`src/rtl/aprecv_dsp_pkg.sv`:
```
// Shared fixed-point helpers for the aprecv sample-pipeline filters.
// All helpers work on a 64-bit signed carrier and take the logical width as an argument.
package aprecv_dsp_pkg;

    localparam int unsigned WIDE_W = 32'd64;

    typedef logic signed [63:0] wide_t;

    typedef struct packed {
        logic  clipped;
        wide_t value;
    } sat_t;

    function automatic wide_t sext(input wide_t v, input int unsigned w);
        return (v <<< (WIDE_W - w)) >>> (WIDE_W - w);
    endfunction

    function automatic sat_t saturate(input wide_t v, input int unsigned w);
        wide_t max_v;
        wide_t min_v;
        sat_t  r;
        max_v = (64'sd1 <<< (w - 32'd1)) - 64'sd1;
        min_v = -max_v - 64'sd1;
        if (v > max_v) begin
            r.value   = max_v;
            r.clipped = 1'b1;
        end else if (v < min_v) begin
            r.value   = min_v;
            r.clipped = 1'b1;
        end else begin
            r.value   = v;
            r.clipped = 1'b0;
        end
        return r;
    endfunction

    // Round-half-up: the arithmetic shift floors, so negative halves round toward +inf.
    function automatic wide_t round_shift(input wide_t v, input int unsigned s);
        return (v + (64'sd1 <<< (s - 32'd1))) >>> s;
    endfunction

endpackage

```
`src/rtl/sat_round.sv`:
```
// Combinational round-half-up right shift followed by signed saturation.
module sat_round
    import aprecv_dsp_pkg::*;
#(
    parameter int unsigned IN_W  = 32'd41,
    parameter int unsigned OUT_W = 32'd12,
    parameter int unsigned SHIFT = 32'd15
) (
    input  logic signed [IN_W-1:0]  din_i,
    output logic signed [OUT_W-1:0] dout_o,
    output logic                    sat_o
);

    wide_t rounded_s;
    sat_t  clip_s;
    logic  unused_s;

    // Round, then clip into the output range.
    always_comb begin
        rounded_s = round_shift(wide_t'(din_i), SHIFT);
        clip_s    = saturate(rounded_s, OUT_W);
        dout_o    = clip_s.value[OUT_W-1:0];
        sat_o     = clip_s.clipped;
    end

    assign unused_s = ^clip_s.value[63:OUT_W];

endmodule

```
`src/rtl/integrate.sv`:
```
// Leaky saturating accumulator that rebuilds a signal from a derivative stream.
// Three stages: accumulate, scale by ~1/12, round/saturate.
module integrate
    import aprecv_dsp_pkg::*;
#(
    parameter int          INPUT_WIDTH  = 12,
    parameter int          OUTPUT_WIDTH = 12,
    parameter int          ACC_WIDTH    = 24,
    parameter int          LEAK_SHIFT   = 0,
    parameter int unsigned SCALE_NUM    = 32'd2731,
    parameter int unsigned SCALE_SHIFT  = 32'd15
) (
    input  logic                           clk,
    input  logic                           rst_ni,
    input  logic                           clken_i,
    input  logic                           dvalid_i,
    input  logic                           clear_i,
    input  logic signed [INPUT_WIDTH-1:0]  dx_i,
    output logic signed [OUTPUT_WIDTH-1:0] x_o,
    output logic                           dvalid_o,
    output logic                           sat_o,
    output logic                           ovf_o
);

    localparam int PROD_W = ACC_WIDTH + 17;
    localparam logic signed [16:0] SCALE_S = {1'b0, 16'(SCALE_NUM)};

    logic signed [ACC_WIDTH-1:0]    acc_q, acc_d;
    logic                           v1_q, v1_d;
    logic                           ovf_q, ovf_d;
    logic signed [PROD_W-1:0]       prod_q, prod_d;
    logic                           v2_q, v2_d;
    logic signed [OUTPUT_WIDTH-1:0] x_q, x_d;
    logic                           sat_q, sat_d;
    logic                           dvalid_q, dvalid_d;

    wide_t                          acc_w_s;
    wide_t                          leak_s;
    wide_t                          sum_s;
    sat_t                           acc_sat_s;
    logic signed [OUTPUT_WIDTH-1:0] sr_x_s;
    logic                           sr_sat_s;
    logic                           unused_s;

    sat_round #(
        .IN_W  (PROD_W),
        .OUT_W (OUTPUT_WIDTH),
        .SHIFT (SCALE_SHIFT)
    ) u_sat_round (
        .din_i  (prod_q),
        .dout_o (sr_x_s),
        .sat_o  (sr_sat_s)
    );

    // Stage-1 arithmetic: add the sample, subtract the leak, clip to the accumulator range.
    always_comb begin
        acc_w_s   = wide_t'(acc_q);
        leak_s    = (LEAK_SHIFT == 0) ? 64'sd0 : (acc_w_s >>> LEAK_SHIFT);
        sum_s     = acc_w_s + sext(wide_t'($unsigned(dx_i)), INPUT_WIDTH) - leak_s;
        acc_sat_s = saturate(sum_s, ACC_WIDTH);
    end

    assign unused_s = ^acc_sat_s.value[63:ACC_WIDTH];

    // Next-state for all pipeline registers; clear wins over a same-cycle sample.
    always_comb begin
        acc_d    = acc_q;
        v1_d     = v1_q;
        ovf_d    = ovf_q;
        prod_d   = prod_q;
        v2_d     = v2_q;
        x_d      = x_q;
        sat_d    = sat_q;
        dvalid_d = dvalid_q;
        if (clken_i) begin
            if (clear_i) begin
                acc_d    = '0;
                v1_d     = 1'b0;
                ovf_d    = 1'b0;
                prod_d   = '0;
                v2_d     = 1'b0;
                x_d      = '0;
                sat_d    = 1'b0;
                dvalid_d = 1'b0;
            end else begin
                if (dvalid_i) begin
                    acc_d = acc_sat_s.value[ACC_WIDTH-1:0];
                    ovf_d = ovf_q | acc_sat_s.clipped;
                end else begin
                    acc_d = acc_q;
                    ovf_d = ovf_q;
                end
                v1_d     = dvalid_i;
                prod_d   = PROD_W'(acc_q) * PROD_W'(SCALE_S);
                v2_d     = v1_q;
                dvalid_d = v2_q;
                if (v2_q) begin
                    x_d   = sr_x_s;
                    sat_d = sr_sat_s;
                end else begin
                    x_d   = x_q;
                    sat_d = sat_q;
                end
            end
        end else begin
            acc_d = acc_q;
        end
    end

    // State registers.
    always_ff @(posedge clk or negedge rst_ni) begin
        if (!rst_ni) begin
            acc_q    <= '0;
            v1_q     <= 1'b0;
            ovf_q    <= 1'b0;
            prod_q   <= '0;
            v2_q     <= 1'b0;
            x_q      <= '0;
            sat_q    <= 1'b0;
            dvalid_q <= 1'b0;
        end else begin
            acc_q    <= acc_d;
            v1_q     <= v1_d;
            ovf_q    <= ovf_d;
            prod_q   <= prod_d;
            v2_q     <= v2_d;
            x_q      <= x_d;
            sat_q    <= sat_d;
            dvalid_q <= dvalid_d;
        end
    end

    assign x_o      = x_q;
    assign dvalid_o = dvalid_q;
    assign sat_o    = sat_q;
    assign ovf_o    = ovf_q;

endmodule
```
`config.mk`:
```
export PLATFORM = sky130hd
export DESIGN_NAME = integrate
export DESIGN_NICKNAME = d
export VERILOG_FILES = /design/src/rtl/aprecv_dsp_pkg.sv /design/src/rtl/sat_round.sv /design/src/rtl/integrate.sv
export SDC_FILE = /design/constraint.sdc
export NUM_CORES = 1
export LEC_CHECK = 0
export BUFFER_PORTS_ARGS = -buffer_cell sky130_fd_sc_hd__buf_2
export CORE_MARGIN = 2
export CORE_UTILIZATION = 40
export CTS_CLUSTER_SIZE = 10
export DETAILED_ROUTE_END_ITERATION = 12
export GPL_TIMING_DRIVEN = 0
export SLEW_MARGIN = 20
export SYNTH_ARGS = -nofsm -noshare
export SYNTH_HDL_FRONTEND = slang
export SYNTH_SLANG_ARGS = --single-unit
export TNS_END_PERCENT = 10
```
`constraint.sdc`:
```
create_clock -name clk -period 5.8 [get_ports clk]
set_clock_uncertainty 0.05 [all_clocks]
set_input_delay 0.87 -clock clk [delete_from_list [all_inputs] [get_ports clk]]
set_output_delay 0.87 -clock clk [all_outputs]
set_load 0.01 [all_outputs]
```
==> results of run 1 <==
## final cells by class
cell class                 count  share of cell area [%]
clock buffer                  11                    2.15
multi-input combinational    726                    67.2
inverter                     238                    8.25
clock inverter                 5                   0.751
buffer                        26                    1.33
timing repair buffer          32                    1.73
sequential                    64                    14.8
tap                          324                    3.74
## cell families (layout without fill, tap and decap cells)
family                     Yosys count  count (layout)  share of synthesized area, %
xor gates and xnor gates            56              56                          4.95
DFF                                 64              64                          16.2
and+or+nand+nor                    176             176                          9.32
adders and majority gates          259             259                          41.2
AOI/OAI and AO/OA                  233             233                          17.7
buffers and inverters              264             312                          10.5
muxes                                2               2                         0.227
## final timing paths
| kind | start | to | depth (start not counted) |
|---|---|---|---|
| hold reg to reg | x_o[11] | x_o[11] | 2 |
| max in group asynchronous | rst_ni | acc_q[21] | 2 |
| min in group clk | x_o[11] | x_o[11] | 2 |
| setup reg to reg | acc_q[19] | prod_q[32] | 19 |
| hold / removal | rst_ni | x_o[8] | 1 |
| setup / recovery | acc_q[19] | prod_q[32] | 19 |
## metrics by stage
| stage | hold WS [ns] | std cells | cell area (um^2) |
|---|---|---|---|
| floorplan | 0.404 | 1054 | 9910 |
| global placement | 0.411 | 1408 | 10500 |
| detailed placement | 0.419 | 1409 | 10500 |
| CTS | 0.359 | 1425 | 10800 |
| global route | 0.376 | 1426 | 10800 |
| finish | 0.357 | 1426 | 10800 |
## layer usage
layer | global-route usage [%] | vias to the layer above
met5 | 0 | -
met4 | 3.49 | 0
met2 | 28.3 | 93
met3 | 1.95 | 15
met1 | 24.2 | 3382
li1 | - | 3678
## state kept, by name (all words and copies together) (netlist names)
signal    count
acc_q        24
dvalid_o      1
ovf_o         1
prod_q       23
sat_o         1
v1_q          1
v2_q          1
x_o          12
## cell usage after synthesis (18+ instances only)
library cell / count
inv_1: 237
nor2_1: 25
xnor2_1: 36
a22o_1: 18
nand3_1: 20
o21ai_0: 28
dfrtp_1: 64
nand2_1: 59
ha_1: 147
a221o_1: 21
fa_1: 112
xor2_1: 20
a21oi_1: 55
## repair_timing
action | 4_1_cts | 5_1_grt
setup endpoints to repair | 0 | 4
setup buffers | 0 | 1
gates resized for setup | 0 | 4
==> impl_metrics.yaml, run 1 <==
status:
  status: "completed"
clocking:
  clock_latency_ns: 0.34
  cts_buffers: 9
  cts_tree: "yes"
  cts_hold_buf: 0
  clkTransAtPathRegs_ns: 0.06
  cts_max_level: 3
  cts_sinks: 64
  ctsLongestPathBuffers: 2
  cts_root_buf: "clkbuf_16"
global_routing:
  grt_max_degree: 48
  grt_use_total_pct: 17.1
  overflow: 0
  grt_pass1_wl_um: 36300
  grt_pass1_vias: 7561
  antenna_found_initial: 0
timing:
  drv_slew: 0
  hold_viol: 0
  slew_headroom_pct: 51.8
  layout_setup_ws_ns: 0.267
  fin_crit_sh_pct: 95.4
  period_needed_ns: 5.53
  max_slew.worst_pin.slew_ns: 0.723
  final-setup-viol-count: 0
  finalSetupTns_ns: 0
  clock.fmax_mhz: 181
setup_path:
  r2r_slack_ns: 0.27
  crit_path_end_kind: "register"
  crit_family: "adder cells"
  worstPathArrival_ns: 5.71
  crit_chain: "ha_1 -> inv_1 -> fa_1 -> inv_1 -> fa_1 -> fa_1 -> inv_1 -> fa_1 -> inv_1 -> ha_1 -> a211oi_1 -> nand2_1 -> or4_1 -> o22ai_2 -> o31ai_2 -> a221oi_2 -> buf_4 -> xnor2_1 -> a22o_1"
  path_max_fanout: 7
  cp.required_ns: 5.98
  crit_buf_inv: 5
  crit_path_top_delay_cell: "fa_1"
  slowest_delay_ns: 0.53
  crit_type: "reg -> reg"
  worst_setup_path_start_kind: "register"
yosys:
  synth-edff-count: 0
  synth_cells: 1054
  seq_area_frac_synth_pct: 16.2
  synth.top_cell.area_share_pct: 22.6
  netlist-cell-type-count: 82
  synth-seq-cells: 64
  synth_nets: 1330
  netlist_area_um2: 9910
  ys.flop_type: "dfrtp_1"
  ys_async_sr_fraction_pct: 100
  avgSynthCellArea_um2: 9.40
  ys_warn_count: 0
  synthTopCellsByArea: "fa_1, ha_1, dfrtp_1"
  yosys.area.top_type: "fa_1"
floorplan:
  die_area_um2: 26000
  die-width_um: 161
  die_h_um: 161
  core-area_um2: 24300
  start_util_pct: 40.7
  io_pins: 32
  rows: 57
finish:
  areaGrowthSynthToFinish_pct: 9.26
  n_antenna_cell: 0
  fillerInstances: 2393
  num-nets-final: 1373
  multi_input_area_um2: 7280
  seq_area_um2: 1610
  final_common_cell: "inv_1"
  layout_common_cells: "inv_1, ha_1, fa_1, dfrtp_1, nand2_1"
  final_util_pct: 44.5
  drive_gt1_share_pct: 8.80
routing:
  dr.pass1.iters: 5
  wl_met1_um: 10500
  drc: 0
  drt_iter0_drc: 265
  wl_per_cell_um: 14.4
  wl_met2_um: 9470
  dr_wl_met3_um: 456
  ant_nets: 0
  via_per_inst: 5.03
  maxUsedRoutingLayer: "met4"
  num_vias: 7168
  wirelength_um: 20600
place:
  portBuffers: 30
  hpwl_um: 17500
  finalWeightedCongestion: 0.881
  post-place-ws_ns: 0.148
worst_hold_path:
  hold_class: "in -> async"
flow_run:
  maxCapViolations: 0
Power of run 1 is not shown: default switching activity piles up to over one toggle a cycle in this logic, so the estimate is an artifact.
==> run 2: changes to the inputs <==
--- a/config.mk
+++ b/config.mk
@@ -7,10 +7,11 @@
 export LEC_CHECK = 0
 export BUFFER_PORTS_ARGS = -buffer_cell sky130_fd_sc_hd__buf_2
 export CORE_MARGIN = 2
-export CORE_UTILIZATION = 40
+export CORE_UTILIZATION = 45
 export CTS_CLUSTER_SIZE = 10
 export DETAILED_ROUTE_END_ITERATION = 12
 export GPL_TIMING_DRIVEN = 0
+export RECOVER_POWER = 50
 export SLEW_MARGIN = 20
 export SYNTH_ARGS = -nofsm -noshare
 export SYNTH_HDL_FRONTEND = slang
==> run 2 against run 1 <==
The run now ends with capacitance limit, slew limit left. Sequential share of layout area up 0.10 points. Die area shrank 11%. Via count up 0.20%. Non-clock buffer count is 1 lower. Register-to-register slack about the same. Cell area shrank 0.68%. Maximum frequency about the same. Clock-buffer cell count fell by 1. Core utilization increased by 5.1 points.
==> impl_metrics.yaml, run 2 (synthesis results as in run 1) <==
worst_hold_path:
  hold_class: "reg -> reg"
  worstHoldStart: "x_o[11]"
setup_path:
  worst_setup_path_start_kind: "register"
  timing.critical_path.from: "acc_q[16]"
  worstPathArrival_ns: 5.70
  path_max_fanout: 7
  cp.required_ns: 5.97
  r2r-start: "acc_q[16]"
  crit_type: "reg -> reg"
  crit_path_end_kind: "register"
finish:
  fillerInstances: 2068
  layout.cells.non_filler: 1380
  num-nets-final: 1372
  drive_gt1_share_pct: 8.00
  design_area_um2: 10800
  layout_common_cells: "inv_1, ha_1, fa_1, dfrtp_1, nand2_1"
  areaGrowthSynthToFinish_pct: 8.51
  final_common_cell: "inv_1"
  regMostFlops: "acc_q"
  largest_reg_flops: 24
  n_antenna_cell: 0
  final_util_pct: 49.6
routing:
  drc: 0
  dr.pass1.iters: 4
  ant_nets: 0
  drt_iter0_drc: 270
  wl_met2_um: 9370
  dr_wl_met3_um: 507
  wl_per_cell_um: 14.9
  wl_met1_um: 10500
  wirelength_um: 20600
  via_per_inst: 5.20
  maxUsedRoutingLayer: "met4"
  num_vias: 7182
floorplan:
  io_pins: 32
  rows: 54
  die-width_um: 152
  start_util_pct: 45.7
  die_area_um2: 23200
  die_h_um: 152
  core-area_um2: 21700
clocking:
  ctsLongestPathBuffers: 2
  cts_tree: "yes"
  cts_hold_buf: 0
  cts_root_buf: "clkbuf_16"
  cts_buffers: 9
  cts_sinks: 64
  clkTransAtPathRegs_ns: 0.05
  cts_max_level: 3
  clock_latency_ns: 0.34
global_routing:
  grt_max_degree: 44
  grt_use_total_pct: 18.2
  antenna_found_initial: 0
  grt_pass1_wl_um: 34800
  overflow: 0
  grt_pass1_vias: 7227
timing:
  hold_viol: 0
  slew_headroom_pct: -52.1
  drv_slew: 44
  fin_crit_sh_pct: 95.3
  period_needed_ns: 5.53
  finalSetupTns_ns: 0
  clock.fmax_mhz: 181
  rsz0062_at_grt: "false"
  max_slew.worst_pin.slew_ns: 2.28
  final-setup-viol-count: 0
status:
  violations: "capacitance limit, slew limit"
  status: "finished, violations left"
place:
  numPlacedInstances: 1365
  place_area_um2: 10400
  hpwl_um: 17400
  portBuffers: 30
  finalWeightedCongestion: 0.896
flow_run:
  maxCapViolations: 1
==> run 2: changes by cell type in the layout (fill, tap and decap cells not counted), sizes merged <==
cell    delta
clkbuf     +8
buf       -10
==> run 2: through the flow <==
stage | hold slack, ns | setup slack, ns
finish | 0.418 | 0.271
global placement | 0.408 | 0.171
CTS | 0.372 | 0.100
detailed placement | 0.415 | 0.122
floorplan | 0.404 | 0.723
global route | 0.446 | 0.0398
==> run 2: worst paths after layout <==
path	to	slack, ns	depth (start not counted)
setup / recovery	prod_q[32]	0.27	19
hold / removal	x_o[11]	0.42	2
setup reg to reg	prod_q[32]	0.27	19
hold reg to reg	x_o[11]	0.42	2
max in group asynchronous	acc_q[15]	2.11	2
min in group asynchronous	prod_q[20]	0.70	1
==> run 2: routing by layer <==
layer	track usage [%]	vias to the layer above
met5	0	-
met4	4.18	0
met3	1.73	16
met2	30.2	85
met1	26.1	3405
li1	-	3676
==> run 2: timing repair <==
action | CTS | global route
setup buffers | 0 | 0
setup endpoints to repair | 0 | 5
resized for setup | 0 | 6
==> run 2: critical path: stages, from the launching register on <==
cell and delay [ns]:
dfrtp_1 0.57, ha_1 0.25, inv_1 0.06, fa_1 0.49, inv_1 0.06, fa_1 0.48, fa_1 0.49, inv_1 0.05
fa_1 0.52, inv_1 0.04, ha_1 0.29, buf_2 0.17, a21oi_1 0.16, o21ai_1 0.12, or4_1 0.54, o22ai_4 0.22
o31ai_2 0.17, a221oi_4 0.36, xnor2_1 0.12, a22o_1 0.20
==> run 2: final cells by class <==
type	instances	area (um^2)	area share, %
Inverter	238	893	8.31
Clock inverter	5	81.3	0.756
Buffer	26	144	1.34
Clock buffer	10	239	2.22
Timing Repair Buffer	31	144	1.34
Multi-Input combinational cell	726	7290	67.8
Tap cell	280	350	3.26
Sequential cell	64	1610	14.9
Power of run 2 is left out for the same reason.
